$ cat config.mk
export PLATFORM = sky130hd
export DESIGN_NAME = addsub_accumulator
export DESIGN_NICKNAME = d
export VERILOG_FILES = /design/src/rtl/addsub_pkg.sv /design/src/rtl/addsub_accumulator_button_conditioner.sv /design/src/rtl/addsub_accumulator.sv
export SDC_FILE = /design/constraint.sdc
export NUM_CORES = 1
export LEC_CHECK = 0
export BUFFER_PORTS_ARGS = -buffer_cell sky130_fd_sc_hd__buf_2
export CAP_MARGIN = 25
export CORE_ASPECT_RATIO = 1.2
export CORE_MARGIN = 2
export CORE_UTILIZATION = 44
export CTS_BUF_LIST = sky130_fd_sc_hd__clkbuf_8
export DETAILED_ROUTE_END_ITERATION = 12
export PLACE_DENSITY = 0.61
export SLEW_MARGIN = 0
export SYNTH_ARGS = -nofsm -noshare
export SYNTH_HDL_FRONTEND = slang
export SYNTH_SLANG_ARGS = --single-unit
$ cat constraint.sdc
create_clock -name clk -period 2.5 [get_ports clk]
set_input_delay 0.125 -clock clk [delete_from_list [all_inputs] [get_ports clk]]
set_output_delay 0.125 -clock clk [all_outputs]
set_load 0.02 [all_outputs]
$ cat src/rtl/addsub_pkg.sv
// Shared types and constants for the add/subtract accumulator.
//   WIDTH    : datapath width of the running value
//   MAX_VAL  : saturation ceiling for additions
//   op_e     : latched command (none/add/sub/clear)
//   state_e  : control FSM state
//   sat_add / sat_sub : saturating arithmetic returning value + flag
package addsub_pkg;

  localparam int unsigned WIDTH = 16;
  localparam logic [WIDTH-1:0] MAX_VAL = 16'hFFFF;

  typedef enum logic [1:0] {
    OP_NONE = 2'd0,
    OP_ADD  = 2'd1,
    OP_SUB  = 2'd2,
    OP_CLR  = 2'd3
  } op_e;

  typedef enum logic [1:0] {
    IDLE     = 2'd0,
    EXEC     = 2'd1,
    WAIT_REL = 2'd2
  } state_e;

  typedef struct packed {
    logic [WIDTH-1:0] value;
    logic             sat;
  } sat_result_t;

  // A carry out of the 17-bit sum means the true result exceeds MAX_VAL.
  function automatic sat_result_t sat_add(logic [WIDTH-1:0] a, logic [WIDTH-1:0] b);
    sat_result_t      res;
    logic [WIDTH:0]   sum;
    sum = {1'b0, a} + {1'b0, b};
    if (sum[WIDTH]) begin
      res.value = MAX_VAL;
      res.sat   = 1'b1;
    end else begin
      res.value = sum[WIDTH-1:0];
      res.sat   = 1'b0;
    end
    return res;
  endfunction

  function automatic sat_result_t sat_sub(logic [WIDTH-1:0] a, logic [WIDTH-1:0] b);
    sat_result_t res;
    if (b > a) begin
      res.value = '0;
      res.sat   = 1'b1;
    end else begin
      res.value = a - b;
      res.sat   = 1'b0;
    end
    return res;
  endfunction

endpackage

$ cat src/rtl/addsub_accumulator_button_conditioner.sv
// Conditions one asynchronous active-low push button.
//   clk, rst_n : system clock, async active-low reset
//   btn_n      : raw button, active-low, asynchronous to clk
//   level      : debounced level, active-high pressed (registered)
//   press      : one-cycle pulse on debounced released->pressed (registered)
module button_conditioner #(
  parameter int unsigned DEBOUNCE_CYCLES = 4
) (
  input  logic clk,
  input  logic rst_n,
  input  logic btn_n,
  output logic level,
  output logic press
);

  localparam int unsigned CntW = (DEBOUNCE_CYCLES > 1) ? $clog2(DEBOUNCE_CYCLES) : 1;
  localparam logic [CntW-1:0] CntLast = CntW'(DEBOUNCE_CYCLES - 1);

  logic [1:0]      sync_q, sync_d;
  logic [CntW-1:0] cnt_q, cnt_d;
  logic            level_q, level_d;
  logic            press_q, press_d;
  logic            pressed_sync;

  // Synchronizer holds the raw active-low value; resets to released (1).
  assign sync_d       = {sync_q[0], btn_n};
  assign pressed_sync = ~sync_q[1];

  always_comb begin
    cnt_d   = cnt_q;
    level_d = level_q;
    if (pressed_sync == level_q) begin
      cnt_d = '0;
    end else if (cnt_q == CntLast) begin
      // Disagreement has persisted DEBOUNCE_CYCLES cycles: accept new level.
      level_d = ~level_q;
      cnt_d   = '0;
    end else begin
      cnt_d = cnt_q + 1'b1;
    end
    press_d = level_d & ~level_q;
  end

  always_ff @(posedge clk or negedge rst_n) begin
    if (!rst_n) begin
      sync_q  <= 2'b11;
      cnt_q   <= '0;
      level_q <= 1'b0;
      press_q <= 1'b0;
    end else begin
      sync_q  <= sync_d;
      cnt_q   <= cnt_d;
      level_q <= level_d;
      press_q <= press_d;
    end
  end

  assign level = level_q;
  assign press = press_q;

endmodule

$ cat src/rtl/addsub_accumulator.sv
// Saturating 16-bit add/subtract accumulator driven by three push buttons.
//   clk, rst_n                      : system clock, async active-low reset
//   operand[15:0]                   : switch value, sampled on command capture
//   btn_add_n, btn_sub_n, btn_clr_n : raw active-low buttons (asynchronous)
//   bin[15:0]                       : accumulated value (to display_driver)
//   overflow                        : last add saturated at 65535
//   underflow                       : last subtract saturated at 0
//   busy                            : high while executing or awaiting release
// All outputs come straight from flops.
module addsub_accumulator
  import addsub_pkg::*;
#(
  parameter int unsigned CLK_HZ      = 50_000_000,
  parameter int unsigned DEBOUNCE_MS = 10
) (
  input  logic             clk,
  input  logic             rst_n,
  input  logic [WIDTH-1:0] operand,
  input  logic             btn_add_n,
  input  logic             btn_sub_n,
  input  logic             btn_clr_n,
  output logic [WIDTH-1:0] bin,
  output logic             overflow,
  output logic             underflow,
  output logic             busy
);

  localparam int unsigned DebounceRaw     = CLK_HZ / 1000 * DEBOUNCE_MS;
  localparam int unsigned DEBOUNCE_CYCLES = (DebounceRaw < 1) ? 1 : DebounceRaw;

  logic add_level, sub_level, clr_level;
  logic add_press, sub_press, clr_press;

  button_conditioner #(.DEBOUNCE_CYCLES(DEBOUNCE_CYCLES)) u_btn_add (
    .clk   (clk),
    .rst_n (rst_n),
    .btn_n (btn_add_n),
    .level (add_level),
    .press (add_press)
  );

  button_conditioner #(.DEBOUNCE_CYCLES(DEBOUNCE_CYCLES)) u_btn_sub (
    .clk   (clk),
    .rst_n (rst_n),
    .btn_n (btn_sub_n),
    .level (sub_level),
    .press (sub_press)
  );

  button_conditioner #(.DEBOUNCE_CYCLES(DEBOUNCE_CYCLES)) u_btn_clr (
    .clk   (clk),
    .rst_n (rst_n),
    .btn_n (btn_clr_n),
    .level (clr_level),
    .press (clr_press)
  );

  state_e           state_q, state_d;
  op_e              op_q, op_d;
  op_e              press_op;
  logic [WIDTH-1:0] opnd_q, opnd_d;
  logic [WIDTH-1:0] bin_q, bin_d;
  logic             ovf_q, ovf_d;
  logic             udf_q, udf_d;
  logic             busy_q, busy_d;
  logic             any_level;
  sat_result_t      add_res, sub_res;

  // Clear wins over subtract, subtract over add; losers are dropped.
  always_comb begin
    press_op = OP_NONE;
    if (clr_press) begin
      press_op = OP_CLR;
    end else if (sub_press) begin
      press_op = OP_SUB;
    end else if (add_press) begin
      press_op = OP_ADD;
    end
  end

  assign any_level = add_level | sub_level | clr_level;
  assign add_res   = sat_add(bin_q, opnd_q);
  assign sub_res   = sat_sub(bin_q, opnd_q);

  always_comb begin
    state_d = state_q;
    op_d    = op_q;
    opnd_d  = opnd_q;
    bin_d   = bin_q;
    ovf_d   = ovf_q;
    udf_d   = udf_q;
    unique case (state_q)
      IDLE: begin
        if (press_op != OP_NONE) begin
          op_d    = press_op;
          opnd_d  = operand;
          state_d = EXEC;
        end
      end
      EXEC: begin
        unique case (op_q)
          OP_ADD: begin
            bin_d = add_res.value;
            ovf_d = add_res.sat;
            udf_d = 1'b0;
          end
          OP_SUB: begin
            bin_d = sub_res.value;
            udf_d = sub_res.sat;
            ovf_d = 1'b0;
          end
          OP_CLR: begin
            bin_d = '0;
            ovf_d = 1'b0;
            udf_d = 1'b0;
          end
          default: ;
        endcase
        op_d    = OP_NONE;
        state_d = WAIT_REL;
      end
      WAIT_REL: begin
        // Presses here are ignored: one operation per press episode.
        if (!any_level) begin
          state_d = IDLE;
        end
      end
      default: state_d = IDLE;
    endcase
    busy_d = (state_d != IDLE);
  end

  always_ff @(posedge clk or negedge rst_n) begin
    if (!rst_n) begin
      state_q <= IDLE;
      op_q    <= OP_NONE;
      opnd_q  <= '0;
      bin_q   <= '0;
      ovf_q   <= 1'b0;
      udf_q   <= 1'b0;
      busy_q  <= 1'b0;
    end else begin
      state_q <= state_d;
      op_q    <= op_d;
      opnd_q  <= opnd_d;
      bin_q   <= bin_d;
      ovf_q   <= ovf_d;
      udf_q   <= udf_d;
      busy_q  <= busy_d;
    end
  end

  assign bin       = bin_q;
  assign overflow  = ovf_q;
  assign underflow = udf_q;
  assign busy      = busy_q;

endmodule

Word-level counts from Yosys, hierarchy flattened --
Index checks and enable logic that the tools add are counted.
Storage, ports and cells: register bits after elaboration 108, bits of input ports 21, word-level logic and storage cells 87
Operators by class: add/subtract/negate cells 5, magnitude comparators 1, equality and inequality tests 12, muxes and demuxes 25, bitwise gates (word level) 11, reductions and logical operators 14
Operator list (count):
- 19-bit two-way mux | 6
- 19-bit by 1-bit adder with 19-bit output, second input constant | 3
- 19-bit == test, second input constant | 3
- 16-bit case mux with 3 select lines | 1
- 17-bit two-way mux | 2
- 16-bit by 16-bit adder with 17-bit output | 1
- 16-bit greater-than comparator | 1
- 16-bit subtractor | 1
- 2-bit two-way mux | 5
- 2-bit AND reduction | 5
- 2-bit nonzero test | 5
- 1-bit two-way mux | 7
- 2-bit == test, second input constant | 3
- 1-bit NOT | 6
- 2-bit case mux with 3 select lines | 1
- 2-bit by 1-bit == test with 1-bit output, second input constant | 2
- 1-bit case mux with 2 select lines | 2
- 2-bit case mux with 2 select lines | 1
- 2-bit OR reduction | 2
- 1-bit bitwise AND | 3
- 1-bit == test | 3
- 3-bit nonzero test | 1
- 2-bit zero test | 1
- 2-bit != test, second input constant | 1
- 1-bit bitwise OR | 2

Logic depth before layout (Yosys ltp) --
word-level depth 7, depth in mapped cells 10, mapped depth without buffers 10

Cells and area by module --
A second synthesis with hierarchy kept.
Second synthesis, totals: cell total of the unflattened synthesis 736, area total of the unflattened synthesis 6697.7 µm²
Modules (own cells, without submodules):
- addsub_accumulator | instances 1, cells each 403, area an instance 3357.0 µm²
- button_conditioner | instances 3, cells each 111, area an instance 1113.6 µm²

Worst setup path before layout --
OpenSTA, ideal clock, no wires.
path kind register to register, from register bin_q[2], in the netlist bin[2], to register bin_q[14], in the netlist bin[14], setup time 0.126 ns, data arrival time 2.371 ns, required time 2.374 ns, slack 0.003 ns, stages on the path, launching flop included 9, path buffers 0, path through dfrtp_1 ha_1 nand2b_1 a221o_1 o21a_1 a311oi_2 mux2i_1 o311ai_1 o32a_1
Between the ends: word-level cells in the longest chain between the ends 3
RTL lines:
- start: declaration | RTL line addsub_accumulator.sv:62 | logic [WIDTH-1:0] bin_q, bin_d;
- start signal: assignment | RTL line addsub_accumulator.sv:146 | bin_q <= bin_d;
- 16-bit subtractor (tied with other cells) | RTL line addsub_pkg.sv:51 | res.value = a - b;
- 17-bit two-way mux (on tied branches) | RTL line addsub_pkg.sv:47, addsub_pkg.sv:35
- 16-bit case mux with 3 select lines * | RTL line addsub_accumulator.sv:101 | unique case (op_q)
Every way passes the cells marked *; elsewhere a longest branch is shown, timed or not. A chain may end at the register's enable or synchronous reset.

Worst setup path after layout --
from register opnd_q[0], to register bin_q[14], in the netlist bin[14]
Between the ends: word-level cells in the longest chain between the ends 3
RTL lines:
- start: declaration | RTL line addsub_accumulator.sv:61 | logic [WIDTH-1:0] opnd_q, opnd_d;
- start signal: assignment | RTL line addsub_accumulator.sv:145 | opnd_q <= opnd_d;
- 16-bit subtractor (tied with other cells) | RTL line addsub_pkg.sv:51
- 17-bit two-way mux (on tied branches) | RTL line addsub_pkg.sv:47, addsub_pkg.sv:35
- 16-bit case mux with 3 select lines * | RTL line addsub_accumulator.sv:101
Marked as above.

==> impl_metrics.tcl <==
set metrics [dict create \
    seqPwrFrac_pct 58.0 \
    min_period_ns 2.48 \
    drc 0 \
    ctsHtreeMaxLevel 3 \
    power_density_nw_per_um2 368 \
    synthTopCellsByArea "dfrtp_1, ha_1, nor2_1" \
    cts_tree "built" \
    drv_cap 0 \
    ys_async_sr_fraction_pct 100 \
    critPathKind "register to register" \
    yosysSeqAreaShare_pct 40.8 \
    cts_buffers 9 \
    finalNetCount 925 \
    cp-startpoint "opnd_q[0]" \
    grt_overflow 0 \
    synthFlopType "dfrtp_1" \
    finalInstanceArea_sq_um 8340 \
    routed_wl_mm 16.6 \
    dpl.hpwl_mm 12.3 \
    insertion_delay_ns 0.39 \
    avgSynthCellArea_sq_um 9.12 \
    area_growth_pct 25.6 \
    arrival_ns 2.76 \
    place.port_buffers 39 \
    drt_pass1_iterations 5 \
    setup_viol 0 \
    rsz0062_at_grt "true" \
    peakVddDrop_mv 0.316 \
    grt_pass1_vias 5725 \
    routed_via_density 5.36 \
    clk_pin_slew_worst_paths_ns 0.11 \
    synth_top_area_cell "dfrtp_1" \
    die_h_microns 139 \
    grt_max_degree 34 \
    maxSlewHeadroom_pct 40.9 \
    fin_crit_sh_pct 99.1 \
    synth_nets 787 \
    wl_per_cell_microns 15.5 \
    antenna_found_initial 0 \
    hold_violations 0 \
    worst_clock_skew_ns 0.0106 \
    p_sw_share_pct 24.8 \
    start_util_pct 44.6 \
    rrSetupSlack_ns 0.02 \
    synth.distinct_cells 88 \
    antenna_left 0 \
    grt_usage_pct 21.1 \
    ys_ff_latch 108 \
    drt_iter0_drc 316 \
    reg2reg_depth 9 \
    slew_violations 0 \
    hp-class "primary input to asynchronous set/reset pin" \
    final_layout_size_suffix_gt1_share_pct 25.8 \
    gp_congestion 0.888 \
    cts_root_buffer "clkbuf_8" \
    clock-sinks 108 \
    endpoint_kind "register" \
    grt_pass1_wl_mm 27.1 \
    core_sq_um 14900 \
    rows 49 \
    syn_area_sq_um 6640 \
    via_count 5764 \
    boundaryPins 40 \
    dieArea_sq_um 16100 \
    die_w_microns 116 \
    post-route-util_pct 56.0 \
    synth_cells 728 \
    rr_endpoint "bin[14]" \
    fillers 1357 \
    status "completed" \
    power_frac_clock_pct 38.1 \
    synth-edff-count 0 \
    worstSetupStartpointType "register" \
    antennaDiodeCount 0 \
    clk_path_buf_depth 2 \
    r2r_start "opnd_q[0]" \
    synth.top_cell.area_share_pct 38.4 \
    p_sw_w 0.000762 \
    yosys_warnings 0 \
    required_ns 2.79 \
    max_freq_mhz 404 \
    internal_power_w 0.00231 \
    max_slew.worst_pin.slew_ns 0.881 \
    place_area_sq_um 7600 \
    total_power_w 0.00307 \
    p_leak_nw 3.83 \
    pwr-share-comb_pct 3.9 \
    critPathMaxFanout 4 \
]
## synth_stat cells (6+ instances only)
cell type  number
a21oi_1        27
a31oi_1        12
and3_1          9
buf_2          12
clkbuf_1        9
dfrtp_1       102
dfstp_2         6
ha_1           36
inv_1          36
nand2_1        61
nand2b_1       11
nand3_1        24
nand4_1        16
nor2_1        105
nor2b_1         7
nor3_1         21
nor4_1         10
o21ai_0        35
o21ai_1         6
or3_1           9
xnor2_1        19
xor2_1         33
## cell usage in the layout, fill, tap and decap left out, types with 5 or more instances in the layout
| master | netlist | layout |
|---|---|---|
| xor2_1 | 33 | 33 |
| o21ai_1 | 6 | 7 |
| a31oi_1 | 12 | 11 |
| ha_4 | 0 | 6 |
| nand2b_1 | 11 | 10 |
| nand2_1 | 61 | 61 |
| and3_1 | 9 | 7 |
| a21o_1 | 5 | 5 |
| o21ai_0 | 35 | 33 |
| or3_1 | 9 | 9 |
| nor2b_1 | 7 | 7 |
| nand4_1 | 16 | 16 |
| clkbuf_8 | 0 | 9 |
| nor2_1 | 105 | 104 |
| nand3_1 | 24 | 24 |
| dfstp_2 | 6 | 6 |
| buf_2 | 12 | 38 |
| buf_4 | 5 | 90 |
| ha_2 | 0 | 6 |
| mux2i_1 | 5 | 5 |
| a21oi_1 | 27 | 27 |
| nor4_1 | 10 | 7 |
| nor3_1 | 21 | 19 |
| xnor2_1 | 19 | 19 |
| dlygate4sd3_1 | 0 | 20 |
| inv_1 | 36 | 34 |
| ha_1 | 36 | 24 |
| dfrtp_1 | 102 | 101 |
## cells by family after synthesis
family / Yosys count / share of synthesized area, %
mux: 7 / 1.09
compound gates: 152 / 16.9
simple gates: 306 / 22.6
buf+inv: 65 / 4.33
flops: 108 / 40.8
fa+ha+maj: 38 / 7.39
xor+xnor: 52 / 6.86
## per-stage QoR
step / hold slack (ns) / std cells / setup WS [ns] / TNS (ns)
after floorplan: -0.171 / 728 / 0.00300 / 0
after global placement: 0.0844 / 1027 / -0.00490 / -0.00490
after detailed placement: 0.0885 / 1027 / -0.0950 / -0.225
after CTS: 0.190 / 1067 / 0.00340 / 0
after global routing: 0.238 / 1075 / -0.0946 / -0.412
final: 0.198 / 1075 / 0.0230 / 0
## critical path: stages, from the launching register on
cell and delay, ns:
dfrtp_2 0.43, ha_2 0.21, fa_2 0.24, nand2b_4 0.06
a221o_1 0.35, o21a_1 0.22, a311oi_2 0.23, mux2i_1 0.21
o311ai_1 0.12, o32a_1 0.30
## what timing repair did
item,CTS,global route
pin swaps,6,17
setup buffers,4,8
hold buffers,20,0
endpoints found under the setup margin,12,17
gates cloned,0,0
gates resized for setup,7,40
endpoints found under the hold margin,45,0
## layer usage
| metal | up-vias | GRT usage (%) | routed length (microns) | share of wire (%) |
|---|---|---|---|---|
| met4 | 0 | 9.40 | 473 | 2.8 |
| met2 | 117 | 36.3 | 8690 | 52 |
| met1 | 2784 | 25.5 | 6870 | 41 |
| met3 | 33 | 3.63 | 588 | 3.5 |
| li1 | 2830 | - | - | - |
| met5 | - | 0 | 0 | 0 |
## state kept, by name, indices dropped and copies added, names as in the netlist, 16 cells and up
| name | cells |
|---|---|
| bin | 16 |
| opnd_q | 16 |
| u_btn_add.cnt_q | 19 |
| u_btn_clr.cnt_q | 19 |
| u_btn_sub.cnt_q | 19 |
## layout make-up
class	instances	area, sq um	area share [%]
Sequential cell	108	2710	32.5
Multi-Input combinational cell	555	3850	46.2
Clock buffer	9	124	1.48
Clock inverter	7	93.8	1.12
Timing Repair Buffer	154	1160	13.9
Tap cell	204	255	3.06
Inverter	38	145	1.74
## how the worst max path moves through the flow
stage / slack (ns) / cells after the start / endpoint
after floorplan: 0.003 / 8 / bin[14]
after global placement: -0.005 / 10 / bin[11]
after detailed placement: -0.1 / 10 / bin[11]
after CTS: 0.003 / 9 / bin[14]
after global routing: -0.09 / 9 / bin[14]
final: 0.02 / 9 / bin[14]
## power by group through the flow
stage	clock, W	sequential, W	combinational (W)
2_1_floorplan	0	0.00181	0.0000365
3_3_place_gp	0	0.00181	0.0000956
3_5_place_dp	0	0.00181	0.0000994
4_1_cts	0.00120	0.00178	0.000124
5_1_grt	0.00127	0.00178	0.000138
6_report	0.00117	0.00178	0.000120
(Power assumes the default switching activity.)
